--- src/rtl/timer_periph_pkg.sv ---
// timer_periph_pkg -- shared peripheral package.
// Holds the timer's bus address map, the TCON bit positions and the
// register-select decode. The CPU-side address decode and the testbench
// import it too, so the map is defined in exactly one place.
package timer_periph_pkg;

  localparam logic [31:0] PERIPH_BASE    = 32'h4000_0000;
  localparam logic [31:0] TH_OFFSET      = 32'h0000_0000;
  localparam logic [31:0] TL_OFFSET      = 32'h0000_0004;
  localparam logic [31:0] TCON_OFFSET    = 32'h0000_0008;
  localparam logic [31:0] SYSTICK_OFFSET = 32'h0000_0014;
  localparam logic [31:0] PSC_OFFSET     = 32'h0000_0018;

  localparam logic [31:0] TH_ADDR      = PERIPH_BASE + TH_OFFSET;
  localparam logic [31:0] TL_ADDR      = PERIPH_BASE + TL_OFFSET;
  localparam logic [31:0] TCON_ADDR    = PERIPH_BASE + TCON_OFFSET;
  localparam logic [31:0] SYSTICK_ADDR = PERIPH_BASE + SYSTICK_OFFSET;
  localparam logic [31:0] PSC_ADDR     = PERIPH_BASE + PSC_OFFSET;

  localparam int TCON_EN_BIT = 0;
  localparam int TCON_IE_BIT = 1;
  localparam int TCON_IF_BIT = 2;

  localparam int PSC_W = 8;

  typedef enum logic [2:0] {
    REG_NONE,
    REG_TH,
    REG_TL,
    REG_TCON,
    REG_SYSTICK,
    REG_PSC
  } reg_sel_e;

  // Exact 32-bit match only; PSC decodes only when the prescaler is built.
  function automatic reg_sel_e decode_addr(input logic [31:0] addr,
                                           input bit psc_present);
    reg_sel_e sel;
    sel = REG_NONE;
    case (addr)
      TH_ADDR:      sel = REG_TH;
      TL_ADDR:      sel = REG_TL;
      TCON_ADDR:    sel = REG_TCON;
      SYSTICK_ADDR: sel = REG_SYSTICK;
      PSC_ADDR:     sel = psc_present ? REG_PSC : REG_NONE;
      default:      sel = REG_NONE;
    endcase
    return sel;
  endfunction

endpackage

--- src/rtl/timer_prescaler.sv ---
// timer_prescaler -- count-tick generator for timer_periph.
// Only built when TIMER_PRESCALE_EN is defined; otherwise this file is empty
// and the timer ticks on every enabled cycle.
// Ports:
//   clk    : clock
//   reset  : synchronous active-high reset
//   en     : timer enable (TCON.EN); counter holds at 0 while low
//   psc    : prescale value; one tick every psc+1 enabled cycles
//   psc_wr : PSC register write this cycle; restarts the count
//   tick   : count tick, combinational, high for one cycle
`ifdef TIMER_PRESCALE_EN
module timer_prescaler
  import timer_periph_pkg::*;
(
  input  logic             clk,
  input  logic             reset,
  input  logic             en,
  input  logic [PSC_W-1:0] psc,
  input  logic             psc_wr,
  output logic             tick
);

  logic [PSC_W-1:0] cnt_q;

  assign tick = en && (cnt_q == psc);

  always_ff @(posedge clk) begin
    if (reset) begin
      cnt_q <= '0;
    end else if (!en || psc_wr) begin
      cnt_q <= '0;
    end else if (cnt_q == psc) begin
      cnt_q <= '0;
    end else begin
      cnt_q <= cnt_q + 1'b1;
    end
  end

endmodule
`endif

--- src/rtl/timer_periph.sv ---
// timer_periph -- memory-mapped timer with reload, overflow interrupt and a
// free-running SYSTICK counter.
// Build option: TIMER_PRESCALE_EN adds the PSC register and timer_prescaler.
// Ports:
//   clk    : clock, all state changes on its rising edge
//   reset  : synchronous active-high reset
//   rd     : CPU read strobe; rdata is combinational and 0 when rd=0
//   wr     : CPU write strobe; takes effect at the next rising edge
//   addr   : CPU byte address (exact match decode)
//   wdata  : CPU write data
//   rdata  : read data
//   kernel : high while the CPU runs in kernel mode; masks irq
//   irq    : interrupt request = IF & IE & ~kernel
module timer_periph
  import timer_periph_pkg::*;
(
  input  logic        clk,
  input  logic        reset,
  input  logic        rd,
  input  logic        wr,
  input  logic [31:0] addr,
  input  logic [31:0] wdata,
  output logic [31:0] rdata,
  input  logic        kernel,
  output logic        irq
);

`ifdef TIMER_PRESCALE_EN
  localparam bit PSC_PRESENT = 1'b1;
`else
  localparam bit PSC_PRESENT = 1'b0;
`endif

  logic [31:0] th_q;
  logic [31:0] tl_q;
  logic [31:0] systick_q;
  logic        en_q;
  logic        ie_q;
  logic        if_q;
  logic        tick;
  logic        overflow;
  logic [31:0] psc_rd;
  reg_sel_e    sel;
  logic        wr_th;
  logic        wr_tl;
  logic        wr_tcon;

  assign sel     = decode_addr(addr, PSC_PRESENT);
  assign wr_th   = wr && (sel == REG_TH);
  assign wr_tl   = wr && (sel == REG_TL);
  assign wr_tcon = wr && (sel == REG_TCON);

`ifdef TIMER_PRESCALE_EN
  logic [PSC_W-1:0] psc_q;
  logic             wr_psc;

  assign wr_psc = wr && (sel == REG_PSC);
  assign psc_rd = {{(32-PSC_W){1'b0}}, psc_q};

  always_ff @(posedge clk) begin
    if (reset) begin
      psc_q <= '0;
    end else if (wr_psc) begin
      psc_q <= wdata[PSC_W-1:0];
    end
  end

  timer_prescaler u_prescaler (
    .clk    (clk),
    .reset  (reset),
    .en     (en_q),
    .psc    (psc_q),
    .psc_wr (wr_psc),
    .tick   (tick)
  );
`else
  assign psc_rd = '0;
  assign tick   = en_q;
`endif

  assign overflow = tick && (tl_q == 32'hFFFF_FFFF);

  always_ff @(posedge clk) begin
    if (reset) begin
      th_q      <= '0;
      tl_q      <= '0;
      systick_q <= '0;
      en_q      <= 1'b0;
      ie_q      <= 1'b0;
      if_q      <= 1'b0;
    end else begin
      systick_q <= systick_q + 32'd1;

      if (wr_th) begin
        th_q <= wdata;
      end

      // Software write beats the count; overflow reloads from the TH value
      // held before this edge.
      if (wr_tl) begin
        tl_q <= wdata;
      end else if (tick) begin
        tl_q <= overflow ? th_q : tl_q + 32'd1;
      end

      if (wr_tcon) begin
        en_q <= wdata[TCON_EN_BIT];
        ie_q <= wdata[TCON_IE_BIT];
        if_q <= wdata[TCON_IF_BIT];
      end

      // Placed last so a same-cycle TCON clear cannot lose an overflow.
      if (overflow && ie_q) begin
        if_q <= 1'b1;
      end
    end
  end

  always_comb begin
    rdata = '0;
    if (rd) begin
      case (sel)
        REG_TH:      rdata = th_q;
        REG_TL:      rdata = tl_q;
        REG_TCON:    rdata = {29'd0, if_q, ie_q, en_q};
        REG_SYSTICK: rdata = systick_q;
        REG_PSC:     rdata = psc_rd;
        default:     rdata = '0;
      endcase
    end
  end

  assign irq = if_q & ie_q & ~kernel;

endmodule

--- config.mk ---
export PLATFORM = sky130hd
export DESIGN_NAME = timer_periph
export DESIGN_NICKNAME = d
export VERILOG_FILES = /design/src/rtl/timer_periph_pkg.sv /design/src/rtl/timer_prescaler.sv /design/src/rtl/timer_periph.sv
export SDC_FILE = /design/constraint.sdc
export NUM_CORES = 1
export LEC_CHECK = 0
export CAP_MARGIN = 30
export CORE_ASPECT_RATIO = 0.7
export CORE_UTILIZATION = 59
export CTS_BUF_LIST = sky130_fd_sc_hd__clkbuf_2 sky130_fd_sc_hd__clkbuf_4 sky130_fd_sc_hd__clkbuf_8
export CTS_CLUSTER_SIZE = 40
export DETAILED_ROUTE_END_ITERATION = 8
export PLACE_DENSITY = 0.88
export SYNTH_ARGS = -nofsm -noshare
export SYNTH_HDL_FRONTEND = slang
export SYNTH_SLANG_ARGS = --single-unit
--- constraint.sdc ---
create_clock -name clk -period 7.35 [get_ports clk]
set_input_delay 1.47 -clock clk [delete_from_list [all_inputs] [get_ports clk]]
set_output_delay 1.47 -clock clk [all_outputs]
set_load 0.1 [all_outputs]
==> reports/metrics.yaml <==
place_inst: 910
reg2reg_slack_ns: 3.75
pwr_density_cell_mw_per_mm2: 148
r2r_end: "tl_q[4]"
ys.flop_type: "dfxtp_1"
worstPathCellList: "clkdlybuf4s50_1 > nor4_1 > nand4_1 > nor4_2 > and2b_1 > buf_4 > a222oi_1 > nor2_1 > buf_4"
slowest_stage: "and2b_1"
initial_core_util: 0.612
yosys-top-cells-area: "dfxtp_1 35%, nand2_1 7.5%, a21oi_1 6.5%"
antenna_found_initial: 0
ioPinCount: 102
grt_use_total: 0.375
whs_path_depth: 1
cp.required_ns: 5.88
grt_max_degree: 87
worstSetupEndpointType: "output pin"
grt_pass1_wl_mm: 29.6
ys_ff_latch: 99
nNetsFinal: 868
cts_sinks: 99
finalCriticalPeriod_ns: 6.16
vias: 6245
critPathMaxStageDelay_ns: 0.58
min_to: "systick_q[0]"
yosys.area.top_type_share: 0.354
htree_levels: 3
drv_cap: 0
first_global_vias: 5971
finalHoldWorstSlack_ns: 0.479
setup_viol: 0
r2r_start: "tl_q[8]"
start_kind: "input port"
area_growth_syn_to_layout_pct: 20.7
max_freq_ghz: 0.162
postCtsSetupBuffers: 0
antenna_cells: 0
synthArstFlopShare: 0
synth.most_common_cell: "nand2_1"
die_x_um: 118
drc: 0
grt_overflow_total: 0
n_fill_cell: 690
synth.top_cells.by_count: "112 x nand2_1, 99 x dfxtp_1, 91 x nor2_1"
wl_per_cell_um: 19.7
viasPerCell: 6.74
reg2reg_depth: 6
cts_tree: "built"
slew_violations: 0
cts_buffers: 9
slew_headroom: 0.254
finalHoldViolations: 0
gp_congestion: 0.944
yosysTopAreaCell: "dfxtp_1"
avgSynthCellArea_um2: 7.70
initialDrtViolationCount: 1192
max-clock-path-buffers: 2
min_path_type: "reg2reg"
fin_crit_sh: 0.838
finalSetupTns_ns: 0
drive_above_1_share: 0.106
seq_area_frac_synth: 0.354
insertion_delay_ns: 0.38
dieArea_mm2: 0.00988
arrival_ns: 4.69
cts_resized: 0
final_util: 0.739
critPathKind: "in2out"
syn-instance-count: 727
rows: 29
rsz0062_at_grt: "false"
dr.pass1.iters: 8
coreArea_mm2: 0.00914
yosys_warnings: 0
ant_nets: 0
crit_top_cell: "buf_4"
synthesis.area_mm2: 0.00560
syn_nets: 798
synth_edf_count: 0
min_from: "systick_q[0]"
die_height_um: 83.5
io_buffer_count: 101
clk_pin_slew_ns: 0.10
cts.root.buffer_cell: "clkbuf_8"
leakage_nw: 2.10
fin_cells: 926
routed_wl_mm: 18.3
tightest_slew_ns: 1.11
cts_hold_buf: 0
finClkSkew_ns: 0.0102
status: "completed"
ys_types: 61
dp_hpwl_mm: 12.5
vdd_drop_max_v: 0.0000898
critPathMaxFanout: 16
## kinds of logic (layout without fill, tap and decap cells)
family / after synthesis / count (layout) / share of synthesized area
flops: 99 / 99 / 0.354
xor+xnor: 40 / 40 / 0.0626
compound gates: 177 / 177 / 0.215
mux: 8 / 8 / 0.0152
buf+inv: 58 / 133 / 0.0474
simple gates: 343 / 343 / 0.301
fa+ha+maj: 2 / 2 / 0.00447
## report_power, final
group,total [mW],internal (mW),leakage (nW),switching [mW]
clock,0.397,0.201,0.108,0.196
sequential,0.542,0.538,0.798,0.00398
combinational,0.0642,0.0384,1.20,0.0258
## worst max-delay path by stage
stage | to | cells past startpoint | slack, ns | from
3_3_place_gp | rdata[31] | 9 | 1.42 | addr[12]
6_report | rdata[31] | 9 | 1.19 | addr[5]
3_5_place_dp | rdata[31] | 9 | 1.26 | addr[5]
4_1_cts | rdata[31] | 9 | 1.26 | addr[5]
5_1_grt | rdata[31] | 9 | 0.99 | addr[12]
2_1_floorplan | rdata[21] | 8 | 1.76 | addr[12]
## layout by cell type (no fill, tap or decap), drive strengths merged, types with 3 or more instances in the layout
master,instances
mux2i,4
xor2,22
nor3,20
and3,10
o21a,4
a211o,4
buf,42
or3,10
xnor2,18
or2,3
o211ai,12
clkbuf,10
nand3,40
clkinv,4
mux2,4
nand4,17
a21oi,73
dfxtp,99
nor2b,3
inv,5
a221oi,3
o21ai,29
a32o,5
nand2,112
and4,7
nor4,18
clkdlybuf4s50,68
a222oi,32
nor2,92
## cell type report
cell class,instances,area (µm²),share of cell area
timing repair buffer,110,993,0.147
tap,124,155,0.0230
multi-input combinational,570,3370,0.499
sequential,99,1980,0.293
inverter,7,26.3,0.00389
clock buffer,10,138,0.0204
clock inverter,6,88.8,0.0132
## layer usage
metal | up-vias | GRT usage | part of all wire
met4 | 0 | 0.168 | 0.041
met3 | 93 | 0.111 | 0.13
met5 | - | 0 | 0
met1 | 2850 | 0.492 | 0.40
met2 | 498 | 0.573 | 0.43
li1 | 2804 | - | -
## state kept, by name, indices dropped and copies added, names as in the netlist
name and flops:
tl_q 32, systick_q 32, ie_q 1, if_q 1, en_q 1, th_q 32
## per-stage QoR
| stage | setup slack [ns] | area (µm²) | power (mW) |
|---|---|---|---|
| 2_1_floorplan | 1.76 | 5600 | 0.570 |
| 3_3_place_gp | 1.42 | 6530 | 0.615 |
| 3_5_place_dp | 1.26 | 6530 | 0.617 |
| 4_1_cts | 1.26 | 6760 | 1.00 |
| 5_1_grt | 0.987 | 6760 | 1.03 |
| 6_report | 1.19 | 6760 | 1.00 |
## worst max-delay path: cells and delay by family
kind            cells  cell delay, ns
compound gates      1            0.14
buf+inv             3            1.06
simple gates        5            2.01
No activity file was read; power rests on OpenSTA's default activity.
